--- src/rtl/core_pkg.sv ---
// Shared core constants and helpers for the integer register file.
package core_pkg;

    localparam int XLEN_DEFAULT  = 32;
    localparam int NREGS_DEFAULT = 32;
    localparam int REG_ZERO      = 0;
    localparam int MAX_REGS      = 64;
    localparam int CNT_W         = $clog2(MAX_REGS) + 1;

    // Narrower busy vectors are zero-extended by the caller.
    function automatic logic [CNT_W-1:0] popcount(input logic [MAX_REGS-1:0] vec);
        logic [CNT_W-1:0] n;
        n = '0;
        for (int i = 0; i < MAX_REGS; i++) begin
            n = n + CNT_W'(vec[i]);
        end
        return n;
    endfunction

endpackage

--- src/rtl/regfile_sb_if.sv ---
// Decode/writeback-facing bus of the scoreboarded register file.
interface regfile_sb_if
    import core_pkg::*;
#(
    parameter int XLEN   = XLEN_DEFAULT,
    parameter int NREGS  = NREGS_DEFAULT,
    parameter int NUM_RD = 2
);
    localparam int AW = $clog2(NREGS);

    logic [NUM_RD*AW-1:0]   i_rd_sel;
    logic [NUM_RD*XLEN-1:0] o_rd_data;
    logic [NUM_RD-1:0]      o_rd_busy;
    logic                   i_wr_en;
    logic [AW-1:0]          i_wr_sel;
    logic [XLEN-1:0]        i_wr_data;
    logic                   i_rsv_en;
    logic [AW-1:0]          i_rsv_sel;
    logic                   o_rsv_ack;
    logic                   i_flush;
    logic [AW:0]            o_busy_cnt;

    modport master (
        output i_rd_sel, i_wr_en, i_wr_sel, i_wr_data, i_rsv_en, i_rsv_sel, i_flush,
        input  o_rd_data, o_rd_busy, o_rsv_ack, o_busy_cnt
    );

    modport slave (
        input  i_rd_sel, i_wr_en, i_wr_sel, i_wr_data, i_rsv_en, i_rsv_sel, i_flush,
        output o_rd_data, o_rd_busy, o_rsv_ack, o_busy_cnt
    );

endinterface

--- src/rtl/regfile_sb_rdport.sv ---
// One combinational read port: zero register, write bypass and busy qualification.
module regfile_sb_rdport
    import core_pkg::*;
#(
    parameter int XLEN     = XLEN_DEFAULT,
    parameter int AW       = 5,
    parameter int ZERO_REG = 1,
    parameter int BYPASS   = 1
) (
    input  logic [AW-1:0]   i_sel,
    input  logic            i_wr_en,
    input  logic [AW-1:0]   i_wr_sel,
    input  logic [XLEN-1:0] i_wr_data,
    input  logic [XLEN-1:0] i_arr_data,
    input  logic            i_arr_busy,
    output logic [XLEN-1:0] o_data,
    output logic            o_busy
);

    logic wr_hit;
    logic is_zero;

    always_comb begin
        wr_hit  = i_wr_en && (i_wr_sel == i_sel);
        is_zero = (ZERO_REG != 0) && (i_sel == AW'(REG_ZERO));

        if (is_zero) begin
            o_data = '0;
        end else if ((BYPASS != 0) && wr_hit) begin
            o_data = i_wr_data;
        end else begin
            o_data = i_arr_data;
        end

        // Without bypass the in-flight write is not yet readable, so it still counts as pending.
        if (is_zero) begin
            o_busy = 1'b0;
        end else if (BYPASS != 0) begin
            o_busy = i_arr_busy && !wr_hit;
        end else begin
            o_busy = i_arr_busy || wr_hit;
        end
    end

endmodule

--- src/rtl/regfile_sb.sv ---
// Multi-port integer register file with write bypass and a per-register busy scoreboard.
module regfile_sb
    import core_pkg::*;
#(
    parameter int XLEN     = XLEN_DEFAULT,
    parameter int NREGS    = NREGS_DEFAULT,
    parameter int NUM_RD   = 2,
    parameter int ZERO_REG = 1,
    parameter int BYPASS   = 1
) (
    input  logic         i_CLK,
    input  logic         i_RST,
    regfile_sb_if.slave  bus
);

    localparam int AW = $clog2(NREGS);

    logic [XLEN-1:0]  regs_q [NREGS];
    logic [XLEN-1:0]  regs_d [NREGS];
    logic [NREGS-1:0] busy_q;
    logic [NREGS-1:0] busy_d;
    logic [AW:0]      cnt_q;
    logic [AW:0]      cnt_d;

    logic wr_drop;
    logic rsv_zero;
    logic rsv_release;
    logic rsv_ack;

    always_comb begin
        wr_drop     = (ZERO_REG != 0) && (bus.i_wr_sel == AW'(REG_ZERO));
        rsv_zero    = (ZERO_REG != 0) && (bus.i_rsv_sel == AW'(REG_ZERO));
        rsv_release = bus.i_wr_en && (bus.i_wr_sel == bus.i_rsv_sel);
        rsv_ack     = bus.i_rsv_en && !bus.i_flush &&
                      (!busy_q[bus.i_rsv_sel] || rsv_release || rsv_zero);

        regs_d = regs_q;
        if (bus.i_wr_en && !wr_drop) begin
            regs_d[bus.i_wr_sel] = bus.i_wr_data;
        end

        // Later assignments win: reservation over release, flush over everything.
        busy_d = busy_q;
        if (bus.i_wr_en) begin
            busy_d[bus.i_wr_sel] = 1'b0;
        end
        if (rsv_ack && !rsv_zero) begin
            busy_d[bus.i_rsv_sel] = 1'b1;
        end
        if (bus.i_flush) begin
            busy_d = '0;
        end
        if (ZERO_REG != 0) begin
            busy_d[REG_ZERO] = 1'b0;
        end

        cnt_d = (AW+1)'(popcount(MAX_REGS'(busy_d)));
    end

    always_ff @(posedge i_CLK) begin
        if (i_RST) begin
            for (int i = 0; i < NREGS; i++) begin
                regs_q[i] <= '0;
            end
            busy_q <= '0;
            cnt_q  <= '0;
        end else begin
            regs_q <= regs_d;
            busy_q <= busy_d;
            cnt_q  <= cnt_d;
        end
    end

    assign bus.o_rsv_ack  = rsv_ack;
    assign bus.o_busy_cnt = cnt_q;

    for (genvar k = 0; k < NUM_RD; k++) begin : g_rd
        logic [AW-1:0]   sel;
        logic [XLEN-1:0] data;
        logic            busy;

        assign sel = bus.i_rd_sel[k*AW +: AW];

        regfile_sb_rdport #(
            .XLEN     (XLEN),
            .AW       (AW),
            .ZERO_REG (ZERO_REG),
            .BYPASS   (BYPASS)
        ) u_rdport (
            .i_sel      (sel),
            .i_wr_en    (bus.i_wr_en),
            .i_wr_sel   (bus.i_wr_sel),
            .i_wr_data  (bus.i_wr_data),
            .i_arr_data (regs_q[sel]),
            .i_arr_busy (busy_q[sel]),
            .o_data     (data),
            .o_busy     (busy)
        );

        assign bus.o_rd_data[k*XLEN +: XLEN] = data;
        assign bus.o_rd_busy[k]              = busy;
    end

endmodule

--- src/flat_wrapper.sv ---
// flat-port wrapper written by rule: the top's interface ports become plain ports
module regfile_sb_flat import core_pkg::*;
#(
    parameter int XLEN     = XLEN_DEFAULT,
    parameter int NREGS    = NREGS_DEFAULT,
    parameter int NUM_RD   = 2,
    parameter int ZERO_REG = 1,
    parameter int BYPASS   = 1
)
  (i_CLK, i_RST, bus_i_rd_sel, bus_i_wr_en, bus_i_wr_sel, bus_i_wr_data, bus_i_rsv_en, bus_i_rsv_sel, bus_i_flush, bus_o_rd_data, bus_o_rd_busy, bus_o_rsv_ack, bus_o_busy_cnt);
  regfile_sb_if #(.XLEN(XLEN), .NREGS(NREGS), .NUM_RD(NUM_RD)) bus_i ();
  input  logic i_CLK;
  input  logic i_RST;
  input wire logic [$bits(bus_i.i_rd_sel)-1:0] bus_i_rd_sel;
  input wire logic [$bits(bus_i.i_wr_en)-1:0] bus_i_wr_en;
  input wire logic [$bits(bus_i.i_wr_sel)-1:0] bus_i_wr_sel;
  input wire logic [$bits(bus_i.i_wr_data)-1:0] bus_i_wr_data;
  input wire logic [$bits(bus_i.i_rsv_en)-1:0] bus_i_rsv_en;
  input wire logic [$bits(bus_i.i_rsv_sel)-1:0] bus_i_rsv_sel;
  input wire logic [$bits(bus_i.i_flush)-1:0] bus_i_flush;
  output wire logic [$bits(bus_i.o_rd_data)-1:0] bus_o_rd_data;
  output wire logic [$bits(bus_i.o_rd_busy)-1:0] bus_o_rd_busy;
  output wire logic [$bits(bus_i.o_rsv_ack)-1:0] bus_o_rsv_ack;
  output wire logic [$bits(bus_i.o_busy_cnt)-1:0] bus_o_busy_cnt;
  assign bus_i.i_rd_sel = bus_i_rd_sel;
  assign bus_i.i_wr_en = bus_i_wr_en;
  assign bus_i.i_wr_sel = bus_i_wr_sel;
  assign bus_i.i_wr_data = bus_i_wr_data;
  assign bus_i.i_rsv_en = bus_i_rsv_en;
  assign bus_i.i_rsv_sel = bus_i_rsv_sel;
  assign bus_i.i_flush = bus_i_flush;
  assign bus_o_rd_data = bus_i.o_rd_data;
  assign bus_o_rd_busy = bus_i.o_rd_busy;
  assign bus_o_rsv_ack = bus_i.o_rsv_ack;
  assign bus_o_busy_cnt = bus_i.o_busy_cnt;
  regfile_sb #(.XLEN(XLEN), .NREGS(NREGS), .NUM_RD(NUM_RD), .ZERO_REG(ZERO_REG), .BYPASS(BYPASS)) u_core (.i_CLK(i_CLK), .i_RST(i_RST), .bus(bus_i));
endmodule
--- config.mk ---
export PLATFORM = sky130hd
export DESIGN_NAME = regfile_sb_flat
export DESIGN_NICKNAME = d
export VERILOG_FILES = /design/src/rtl/core_pkg.sv /design/src/rtl/regfile_sb_if.sv /design/src/rtl/regfile_sb_rdport.sv /design/src/rtl/regfile_sb.sv /design/src/flat_wrapper.sv
export SDC_FILE = /design/constraint.sdc
export NUM_CORES = 2
export LEC_CHECK = 0
export CORE_UTILIZATION = 41
export DETAILED_ROUTE_END_ITERATION = 8
export DONT_BUFFER_PORTS = 1
export PLACE_DENSITY = 0.65
export SYNTH_ARGS = -nofsm -noshare
export SYNTH_HDL_FRONTEND = slang
export SYNTH_SLANG_ARGS = --single-unit
--- constraint.sdc ---
create_clock -name i_CLK -period 9.5 [get_ports i_CLK]
set_clock_uncertainty 0.1 [all_clocks]
set_input_delay 1.9 -clock i_CLK [delete_from_list [all_inputs] [get_ports i_CLK]]
set_output_delay 1.9 -clock i_CLK [all_outputs]
set_load 0.02 [all_outputs]
==> results.md <==
- P_leak: 18.66 nW
- Mean Syn Cell Area: 9.041 um^2
- Iter 0 DRT Violations: 8805
- Tmin final: 7720 ps
- Clk Latency, worst-skew pair: 720 ps
- Layout area overhead: 7.233%
- Hold WC Path Type: reg -> reg
- Post-Route WL: 219.0 mm
- Hold Path End: u_core.regs_q[62]
- Placer congestion estimate: 0.9427
- Syn Inst Count: 6125
- Crit start category: input port
- Reg2Reg Capture Point: u_core.bus.o_busy_cnt[4]
- EDFF count, synth: 0
- Post-cts resize count: 0
- Final period utilization: 81.26%
- Cell depth of the worst hold path: 2
- RSZ-0062 raised after global routing: no
- Reg2reg path depth: 21
- Clock Sinks: 1061
- Final ANT Viol Nets: 0
- Port bufs: 0
- Antenna diode count: 0
- # IOs: 130
- Wirelength per Cell: 29.12 um
- Fmax: roughly 0.13 GHz
- Max_slew headroom: -222.5%
- Fill cell total of the finished layout: 12770
- Crit path capture type: output pin
- CP Max Fanout: 281
- Maximum VDD drop: 0.1470 mV
- Post-Synth XOR/XNOR Area: less than 1%
- Max Cap Viol: 0
- CTS H-tree lvls: 3
- Pre-CTS WS: 1210 ps
- Share of cells above drive strength 1: 16.41%
- Async S/R FF share, synth: 0%
- Status: finished, violations left
- First-pass GRT wire length: around 310 mm
- Worst Path Required: 7500 ps
- DIE HEIGHT: 369.5 um
- Slowest-stage cell, CP: nor3_1
- CTS root buf: clkbuf_16
- Top cells by area, synth: dfxtp_1, mux4_2, nand2_1, a21oi_1, clkbuf_1
- Worst-margin pin slew: about 4800 ps
- Setup_tns: 0 ps
- Cell Pwr Density: 157.4 nW/um^2
- Drc violations: 15
- Cell Area, Synth: 55370 um^2
- Initial antenna violation count: 8
- Grt ovf: 0
- Post-synth top flop: dfxtp_1
- Top cell type's share of synthesized area: 38.36%
- Mux contribution to synthesized area: 26.07%
- Largest net degree at the start of global routing: 1033
- Post-CTS setup buffer count: 0
- Reg-to-Reg Start: u_core.busy_q[6]
- Simple-gate area share of the yosys netlist: 17.19%
- Violated checks: design-rule violations, max-slew violations
- Post-route cell area: 59380 um^2
- DR vias: 48810
- Critical path class: in -> out
- CP cell instances: xor2_1 > nor4_1 > nand3_2 > nand2b_1 > o22ai_1 > nor3_1
- WP buf/inv: 0
- Hold Buf Count CTS: 0
- R2r setup slk: 2680 ps
- Seq cells post-synth: 1061
- Detailed Place HPWL: between 100 and 150 mm
- Nets: between 5000 and 6000
- Syn. warnings: 0
- Area leader, netlist: dfxtp_1
- Drt first pass iters: 8
- Main combinational cell family by area after synthesis: multiplexers
- Die area: 136500 um^2
- CTS Buf Count: between 100 and 150
- Syn Nets: just over 6000
- Critical path arrival: 5720 ps
- Worst path max stage delay: 1100 ps
- Die Wd: 369.5 um
- Vias in the first global route: 46010
- Std-Cell Core Area: about 130000 um^2
- Gr usage total: between 30% and 40%
- Final Max Slew Viols: 957
- Initial cell density of the core: between 40% and 50%
- Cell family with most CP delay: simple AND/OR/NAND/NOR gates
- Compound-Gate Fraction of Synth Area: roughly an eighth
- HP Start: u_core.regs_q[62]
- Synth Area in Adders: 1.035%
- TritonCTS clock tree: done
- Final hold vios: 0
- Reg clk slew, reported paths: 60 ps
- Final setup fails: 0
- Via-to-Cell Ratio: 6.490
- Cell Area, Placed: 55790 um^2
- Max Root-Sink Buffers: 3
- Final worst slack: 1780 ps
- Row count: about 130
- Post-synthesis cell type count: 55
- Seq/Total Area, Yosys: 38.36%
area by class of cell:
class	count	area (um^2)	area share, %
multi-input combinational	4356	31510	53.06
clock inverter	40	476.7	0.8028
sequential	1061	21240	35.77
inverter	60	225.2	0.3793
tap	1768	2212	3.725
timing repair buffer	81	608.1	1.024
clock buffer	155	3108	5.234
tightest hold or removal path, stage by stage (launching register included):
cell	delay, ps
dfxtp_1	310
nand2_1	50
a21oi_1	50
cell families (layout without fill, tap and decap cells):
| logic type | count (synthesis) | in the layout |
|---|---|---|
| DFF | 1061 | 1061 |
| buffers and inverters | 708 | 336 |
| xor gates and xnor gates | 17 | 17 |
| and+or+nand+nor | 2419 | 2419 |
| adders and majority gates | 32 | 32 |
| AOI/OAI and AO/OA | 1200 | 1200 |
| muxes | 688 | 688 |
state kept, by name, summed over array words and instances (netlist names):
name and count:
u_core.regs_q 1024, u_core.busy_q 31, u_core.bus.o_busy_cnt 6
through the flow:
stage	total power [mW]	hold slack [ps]	utilization, %	cells
after floorplan	5.140	342.9	-	6125
after detailed placement	5.010	355.2	41.70	7326
after CTS	9.327	363.8	44.38	7521
after global placement	5.003	348.1	41.70	7326
final	9.347	360.2	44.38	7521
after global routing	9.538	380.3	44.38	7521
placed cells by master (no fill, tap or decap), types with 4 or more instances in the layout:
master	instances
buf_4	81
nand3_1	46
o221ai_1	26
o211ai_1	15
nand3b_1	7
o22ai_1	61
clkbuf_1	23
and2_2	4
nor3_2	4
mux2_2	5
a221oi_1	36
o21ai_0	11
a21oi_1	1005
fa_1	23
a22oi_1	8
bufinv_16	8
mux4_2	603
mux2i_1	80
inv_1	57
nand2_2	29
nand2_1	2127
nor2b_1	41
clkbuf_8	25
and2_1	14
nor2_4	24
o22a_1	21
nand2b_1	13
xor2_1	10
a211oi_1	8
nor3_1	23
and3_1	5
ha_1	9
dfxtp_1	1061
xnor2_1	7
clkbuf_16	107
nor2_1	56
clkinv_2	23
worst max path at each step:
stage / from / end / cells past startpoint
after global routing: bus_i_rsv_sel[3] / u_core.bus.o_busy_cnt[4] / 21
after floorplan: bus_i_rsv_sel[0] / u_core.bus.o_busy_cnt[4] / 23
after global placement: bus_i_rsv_sel[3] / u_core.bus.o_busy_cnt[4] / 21
after detailed placement: bus_i_rsv_sel[3] / u_core.bus.o_busy_cnt[4] / 21
after CTS: bus_i_rsv_sel[3] / u_core.bus.o_busy_cnt[4] / 21
final: bus_i_rd_sel[0] / bus_o_rd_data[22] / 6
power breakdown:
| group | switching [mW] | leakage (nW) | total, mW | internal, mW |
|---|---|---|---|---|
| sequential | 0.0233 | 8.55 | 4.50 | 4.48 |
| combinational | 0.228 | 8.33 | 0.433 | 0.205 |
| clock | 1.92 | 1.78 | 4.41 | 2.49 |
| total | 2.18 | 18.7 | 9.35 | 7.17 |
synth_stat cells, types with 7 or more instances:
master,n
a211oi_1,8
a21oi_1,1005
a221oi_1,36
a22oi_1,8
and2_1,18
buf_1,27
buf_2,82
buf_4,19
buf_6,8
clkbuf_1,484
clkbuf_2,28
dfxtp_1,1061
fa_1,23
ha_1,9
inv_1,57
mux2i_1,80
mux4_2,603
nand2_1,2156
nand2b_1,13
nand3_1,48
nand3b_1,7
nor2_1,81
nor2b_1,42
nor3_1,27
o211ai_1,15
o21ai_0,11
o221ai_1,26
o22a_1,21
o22ai_1,61
xnor2_1,7
xor2_1,10
layer usage:
metal,up-vias,global-route usage (%),part of all wire (%)
met5,-,0.1425,0.024
met4,8,14.63,5.5
met3,787,11.91,17
met2,3719,44.41,41
met1,23880,41.91,36
li1,20420,-,-
No activity file was read; power rests on OpenSTA's default activity.
